**src/rtl/serial_add_ctrl.sv**
```systemverilog
// serial_add_ctrl: bit-serial add sequencer. It adds two WIDTH-bit operands LSB-first
// through one external 1-bit full-adder cell. This block owns the operand shift
// registers, the carry flop, the bit counter and the start/done handshake.
//
// Ports:
//   clk, rst_n        clock, synchronous active-low reset
//   start             request; sampled only while idle
//   op_a, op_b, cin   operands and carry-in; captured when start is accepted
//   busy              high while bits are being processed
//   done              one-cycle pulse; result and cout are valid
//   result, cout      sum and final carry; held until the next accepted start
//   fa_a, fa_b, fa_c  to the adder cell (zero outside RUN)
//   fa_sum, fa_carry  from the adder cell (combinational)
//
// Optional build macro SERIAL_SUB_EN adds input 'sub': when set, the block computes
// op_a - op_b by adding ~op_b with a forced carry-in of 1. cout=1 then means no borrow.
module serial_add_ctrl #(
    parameter int unsigned WIDTH = 8
) (
    input  logic             clk,
    input  logic             rst_n,
    input  logic             start,
    input  logic [WIDTH-1:0] op_a,
    input  logic [WIDTH-1:0] op_b,
    input  logic             cin,
`ifdef SERIAL_SUB_EN
    input  logic             sub,
`endif
    output logic             busy,
    output logic             done,
    output logic [WIDTH-1:0] result,
    output logic             cout,
    output logic             fa_a,
    output logic             fa_b,
    output logic             fa_c,
    input  logic             fa_sum,
    input  logic             fa_carry
);

    localparam int unsigned CNT_W = $clog2(WIDTH) + 1;

    typedef enum logic [1:0] {StIdle, StRun, StDone} state_e;

    state_e             state_q, state_d;
    logic [WIDTH-1:0]   sa_q, sa_d;
    logic [WIDTH-1:0]   sb_q, sb_d;
    logic               cf_q, cf_d;
    logic [CNT_W-1:0]   cnt_q, cnt_d;
    logic [WIDTH-1:0]   result_q, result_d;
    logic               cout_q, cout_d;

    always_ff @(posedge clk) begin
        if (!rst_n) begin
            state_q  <= StIdle;
            sa_q     <= '0;
            sb_q     <= '0;
            cf_q     <= 1'b0;
            cnt_q    <= '0;
            result_q <= '0;
            cout_q   <= 1'b0;
        end else begin
            state_q  <= state_d;
            sa_q     <= sa_d;
            sb_q     <= sb_d;
            cf_q     <= cf_d;
            cnt_q    <= cnt_d;
            result_q <= result_d;
            cout_q   <= cout_d;
        end
    end

    always_comb begin
        state_d  = state_q;
        sa_d     = sa_q;
        sb_d     = sb_q;
        cf_d     = cf_q;
        cnt_d    = cnt_q;
        result_d = result_q;
        cout_d   = cout_q;
        busy     = 1'b0;
        done     = 1'b0;
        fa_a     = 1'b0;
        fa_b     = 1'b0;
        fa_c     = 1'b0;

        unique case (state_q)
            StIdle: begin
                if (start) begin
                    sa_d     = op_a;
                    sb_d     = op_b;
                    cf_d     = cin;
`ifdef SERIAL_SUB_EN
                    if (sub) begin
                        sb_d = ~op_b;
                        cf_d = 1'b1;
                    end
`endif
                    cnt_d    = '0;
                    result_d = '0;
                    state_d  = StRun;
                end
            end
            StRun: begin
                busy     = 1'b1;
                fa_a     = sa_q[0];
                fa_b     = sb_q[0];
                fa_c     = cf_q;
                // Sum bits enter at the MSB so that after WIDTH shifts bit 0 lands at bit 0.
                result_d = {fa_sum, result_q[WIDTH-1:1]};
                cf_d     = fa_carry;
                sa_d     = sa_q >> 1;
                sb_d     = sb_q >> 1;
                cnt_d    = cnt_q + CNT_W'(1);
                if (cnt_q == CNT_W'(WIDTH - 1)) begin
                    cout_d  = fa_carry;
                    state_d = StDone;
                end
            end
            StDone: begin
                done    = 1'b1;
                state_d = StIdle;
            end
            default: state_d = StIdle;
        endcase
    end

    assign result = result_q;
    assign cout   = cout_q;

endmodule

```
**config.mk**
```make
export PLATFORM = sky130hd
export DESIGN_NAME = serial_add_ctrl
export DESIGN_NICKNAME = d
export VERILOG_FILES = /design/src/rtl/serial_add_ctrl.sv
export SDC_FILE = /design/constraint.sdc
export NUM_CORES = 1
export LEC_CHECK = 0
export BUFFER_PORTS_ARGS = -buffer_cell sky130_fd_sc_hd__buf_2
export CORE_MARGIN = 2
export CORE_UTILIZATION = 54
export DETAILED_ROUTE_END_ITERATION = 12
export GPL_TIMING_DRIVEN = 0
export HOLD_SLACK_MARGIN = 0.12
export PLACE_DENSITY = 0.82
export SLEW_MARGIN = 5
export SYNTH_ARGS = -nofsm -noshare
export SYNTH_HDL_FRONTEND = slang
export SYNTH_SLANG_ARGS = --single-unit
```
**constraint.sdc**
```tcl
create_clock -name clk -period 2.1 [get_ports clk]
set_clock_uncertainty 0.15 [all_clocks]
set_input_delay 0.315 -clock clk [delete_from_list [all_inputs] [get_ports clk]]
set_output_delay 0.315 -clock clk [all_outputs]
set_load 0.02 [all_outputs]
```
Word level (Yosys, flattened, before mapping)
Index checks and enable logic that the tools add are counted.

Input bits: 22. Output and inout bits: 14. Flip-flop bits (word level): 32. Logic and storage cells: 36.

$add $sub $neg: 1. Multiplexer cells: 18. Reductions and logical operators: 5. Eq/ne operators: 5.

Operator list (count): 8-bit case mux with 2 select lines (3); 8-bit two-way mux (3); 4-bit case mux with 2 select lines (1); 1-bit two-way mux (6); 2-bit AND reduction (3); 4-bit by 1-bit adder with 4-bit output, second input constant (1); 4-bit by 3-bit equality test with 1-bit output, second input constant (1); 2-bit two-way mux (2); 4-bit two-way mux (1); 2-bit inequality test, second input constant (2); 2-bit case mux with 2 select lines (1); 2-bit by 1-bit equality test with 1-bit output, second input constant (1); 2-bit equality test, second input constant (1); 2-bit logical NOT (1); 1-bit case mux with 2 select lines (1); 2-bit nonzero test (1).

Longest topological paths before layout
Word-level depth: 3. Depth in mapped cells: 6. Gate-level depth less buffers: 4.

Worst setup path after synthesis
Ideal clock, no wire load.

Kind: register to output. Start: register state_q[0]. End: output port fa_a. Path buffers: 3. Stages on the path, launching flop included: 6. Arrival: 1128 ps. Data required time: 1635 ps. Slack: 507 ps. Cell sequence: dfxtp_1 buf_6 nor2b_1 buf_2 buf_4 and2_1.

Longest elaborated chain between the ends: 2.

Ends and longest elaborated chain: from (decl) (RTL line 44) `state_e state_q, state_d;`; from (signal assigned) (RTL line 54) `state_q <= StIdle;`; from (signal assigned) (RTL line 62) `state_q <= state_d;`; 2-bit by 1-bit equality test with 1-bit output (RTL line 86) `unique case (state_q)`; 1-bit two-way mux (RTL line 86); to (decl) (RTL line 33) `output logic fa_a,`.

No other way between the ends.

Final worst setup path
Ends and elaborated chain as after synthesis.

==> flow_metrics.py <==
metrics = {
    "outcome": {
        "outcome": "finished, final reports clean",
    },
    "synth": {
        "synth_edf_count": 0,
        "yosys.cell_types.count": 31,
        "synthTopCellsByArea": "dfxtp_1 48%, o2bb2ai_1 7.2%, nor2_1 6.7%, a21oi_1 6.3%, a22oi_1 6.1%",
        "synth_warnings": 0,
        "ys_seq_area_share_pct": 47.6,
        "synth_top_area_share_pct": 47.6,
        "synthCells": 153,
        "ys_seq_elements": 32,
        "netlist_area_um2": 1350,
        "ys.flop_type": "dfxtp_1",
        "ys_async_sr_fraction_pct": 0,
        "avgSynthCellArea_um2": 8.79,
        "synth_area_leader_cell": "dfxtp_1",
        "synthesis.nets": 176,
    },
    "global_route": {
        "antenna_found_initial": 0,
        "grt_pass1_wl_um": 5000,
        "grt_pass1_vias": 1140,
        "grt_use_total_pct": 24.5,
        "gr-total-overflow": 0,
        "grt_max_degree": 11,
    },
    "clocking": {
        "clk_pin_slew_ns": 0.10,
        "cts_tree": "yes",
        "cts_inserted_buffers": 5,
        "cts_buffer_depth": 2,
        "cts-htree-levels": 2,
        "cts.sinks": 32,
        "cts_setup_buffers": 0,
        "clock-root-buffer": "clkbuf_4",
        "clk_latency_ns": 0.33,
    },
    "routing": {
        "drcViolationCount": 0,
        "wirelength_um": 3180,
        "first_iter_violations": 38,
        "drtPass1Iterations": 4,
        "viasPerCell": 5.65,
        "postRouteAntennaNets": 0,
        "vias": 1289,
        "wl_per_cell_um": 14.0,
    },
    "timing": {
        "setup_slack_ns": 0.142,
        "finalHoldViolCount": 0,
        "rsz0062_at_grt": "false",
        "slew_headroom_pct": 67.4,
        "max_freq_ghz": 0.511,
        "finalCritPeriodShare_pct": 93.2,
        "setup_tns_ns": 0,
        "drv_slew": 0,
        "finalSetupViolations": 0,
        "worst_slew_pin_slew_ns": 0.488,
        "min_period_ns": 1.96,
    },
    "layout": {
        "drive_gt1_share_pct": 26.3,
        "mostFrequentLayoutCell": "buf_2",
        "antenna_cells": 0,
        "area_growth_pct": 22.7,
        "mostFrequentLayoutCells": "37 x buf_2, 32 x dfxtp_1, 24 x nor2_1",
        "nNetsFinal": 220,
    },
    "die": {
        "die_h_um": 53.9,
        "top_level_ports": 36,
        "start_util_pct": 55.8,
        "die_x_um": 53.9,
        "row_count": 18,
        "die_area_um2": 2910,
        "core_um2": 2410,
    },
    "critical_path": {
        "path_class": "reg -> out",
        "crit_chain": "buf_6 -> nor2b_1 -> clkbuf_4 -> and2_1 -> buf_2",
        "endpoint_kind": "output pin",
        "critPathSlowestCell": "dfxtp_1",
        "critPathMaxStageDelay_ns": 0.34,
        "crit_path_start_kind": "flip-flop",
        "required_ns": 1.63,
        "crit_fanout": 17,
        "r2r-start": "state_q[0]",
        "r2r_end": "cout",
        "cp.arrival_ns": 1.49,
        "r2r_cells": 5,
        "r2r_slack_ns": 0.58,
    },
    "placed_design": {
        "dp_hpwl_um": 2170,
        "gp_congestion": 0.818,
        "io_buffers": 35,
        "pre_cts_ws_ns": 0.402,
    },
    "power_and_ir_drop": {
        "power_leakage_nw": 0.703,
        "power.density_nw_per_um2": 723,
        "power_w": 0.00119,
        "peakVddDrop_uv": 575,
    },
    "hold_path": {
        "hp-class": "in -> reg",
        "whs_endpoint": "sa_q[2]",
        "hold_depth": 3,
        "hp-start": "op_a[2]",
    },
    "flow_run": {
        "drv_cap": 0,
    },
}
[routing by layer]
layer  GRT usage (%)  wire length, µm
met1            31.3             1380
met3            6.11              189
met5               0                0
met4            12.0               51
met2            38.2             1560
[cell usage after synthesis, drive strengths merged (2+ instances only)]
cell type,n
o2bb2ai,11
dfxtp,32
inv,4
a21oi,17
a211oi,2
and2,4
o21ai,15
nand2,2
o22ai,4
nor2,24
clkbuf,6
buf,6
a22oi,11
nand3,2
[cell type report]
type	count	area, µm²
Timing Repair Buffer	39	215
Clock inverter	2	10.0
Buffer	10	56.3
Fill cell	193	759
Tap cell	30	37.5
Inverter	4	17.5
Sequential cell	32	641
Multi-Input combinational cell	105	622
Clock buffer	6	51.3
[registers in the layout (all words and copies together), names as in the netlist]
register / flops
cout: 1
sa_q: 8
cnt_q: 4
state_q: 2
result: 8
sb_q: 8
cf_q: 1
[logic make-up after synthesis]
logic type | share of synthesized area [%]
AO/OA/AOI/OAI | 30.4
AND/OR/NAND/NOR | 14.1
flip-flops | 47.6
buffers and inverters | 6.14
multiplexers | 0.744
adder cells (fa/ha/maj) | 0.930
[critical path, delay by kind of cell, from the launching register on]
family	cells	cell delay [ns]
flip-flops	1	0.34
AND/OR/NAND/NOR	2	0.28
buffers and inverters	3	0.55
[how the worst max path moves through the flow]
stage                          start  endpoint  slack, ns  cells past startpoint
after floorplan           state_q[0]      fa_a       0.51                      5
after global placement    state_q[0]      fa_a       0.39                      6
after detailed placement  state_q[0]      fa_c       0.40                      6
after CTS                 state_q[0]      fa_a      0.009                      6
after global routing      state_q[0]      fa_c       0.05                      5
final                     state_q[0]      fa_a       0.14                      5
[what timing repair did]
action,4_1_cts,5_1_grt
resized for setup,0,1
hold buffers,4,0
setup endpoints to repair,0,4
endpoints found under the hold margin,4,0
[report_power, final]
part	internal (W)	switching, W	leakage (nW)
sequential	0.000640	0.0000180	0.263
clock	0.000159	0.000209	0.0380
combinational	0.0000730	0.0000937	0.402
total	0.000872	0.000321	0.703
[metrics by stage]
stage | util, % | area [µm²] | std cells | hold WS [ns]
2_1_floorplan | - | 1350 | 153 | 0.307
3_3_place_gp | 64.6 | 1560 | 218 | 0.290
3_5_place_dp | 64.6 | 1560 | 218 | 0.317
4_1_cts | 68.8 | 1660 | 230 | 0.146
5_1_grt | 68.5 | 1650 | 228 | 0.178
6_report | 68.5 | 1650 | 228 | 0.147
(Power assumes the default switching activity.)
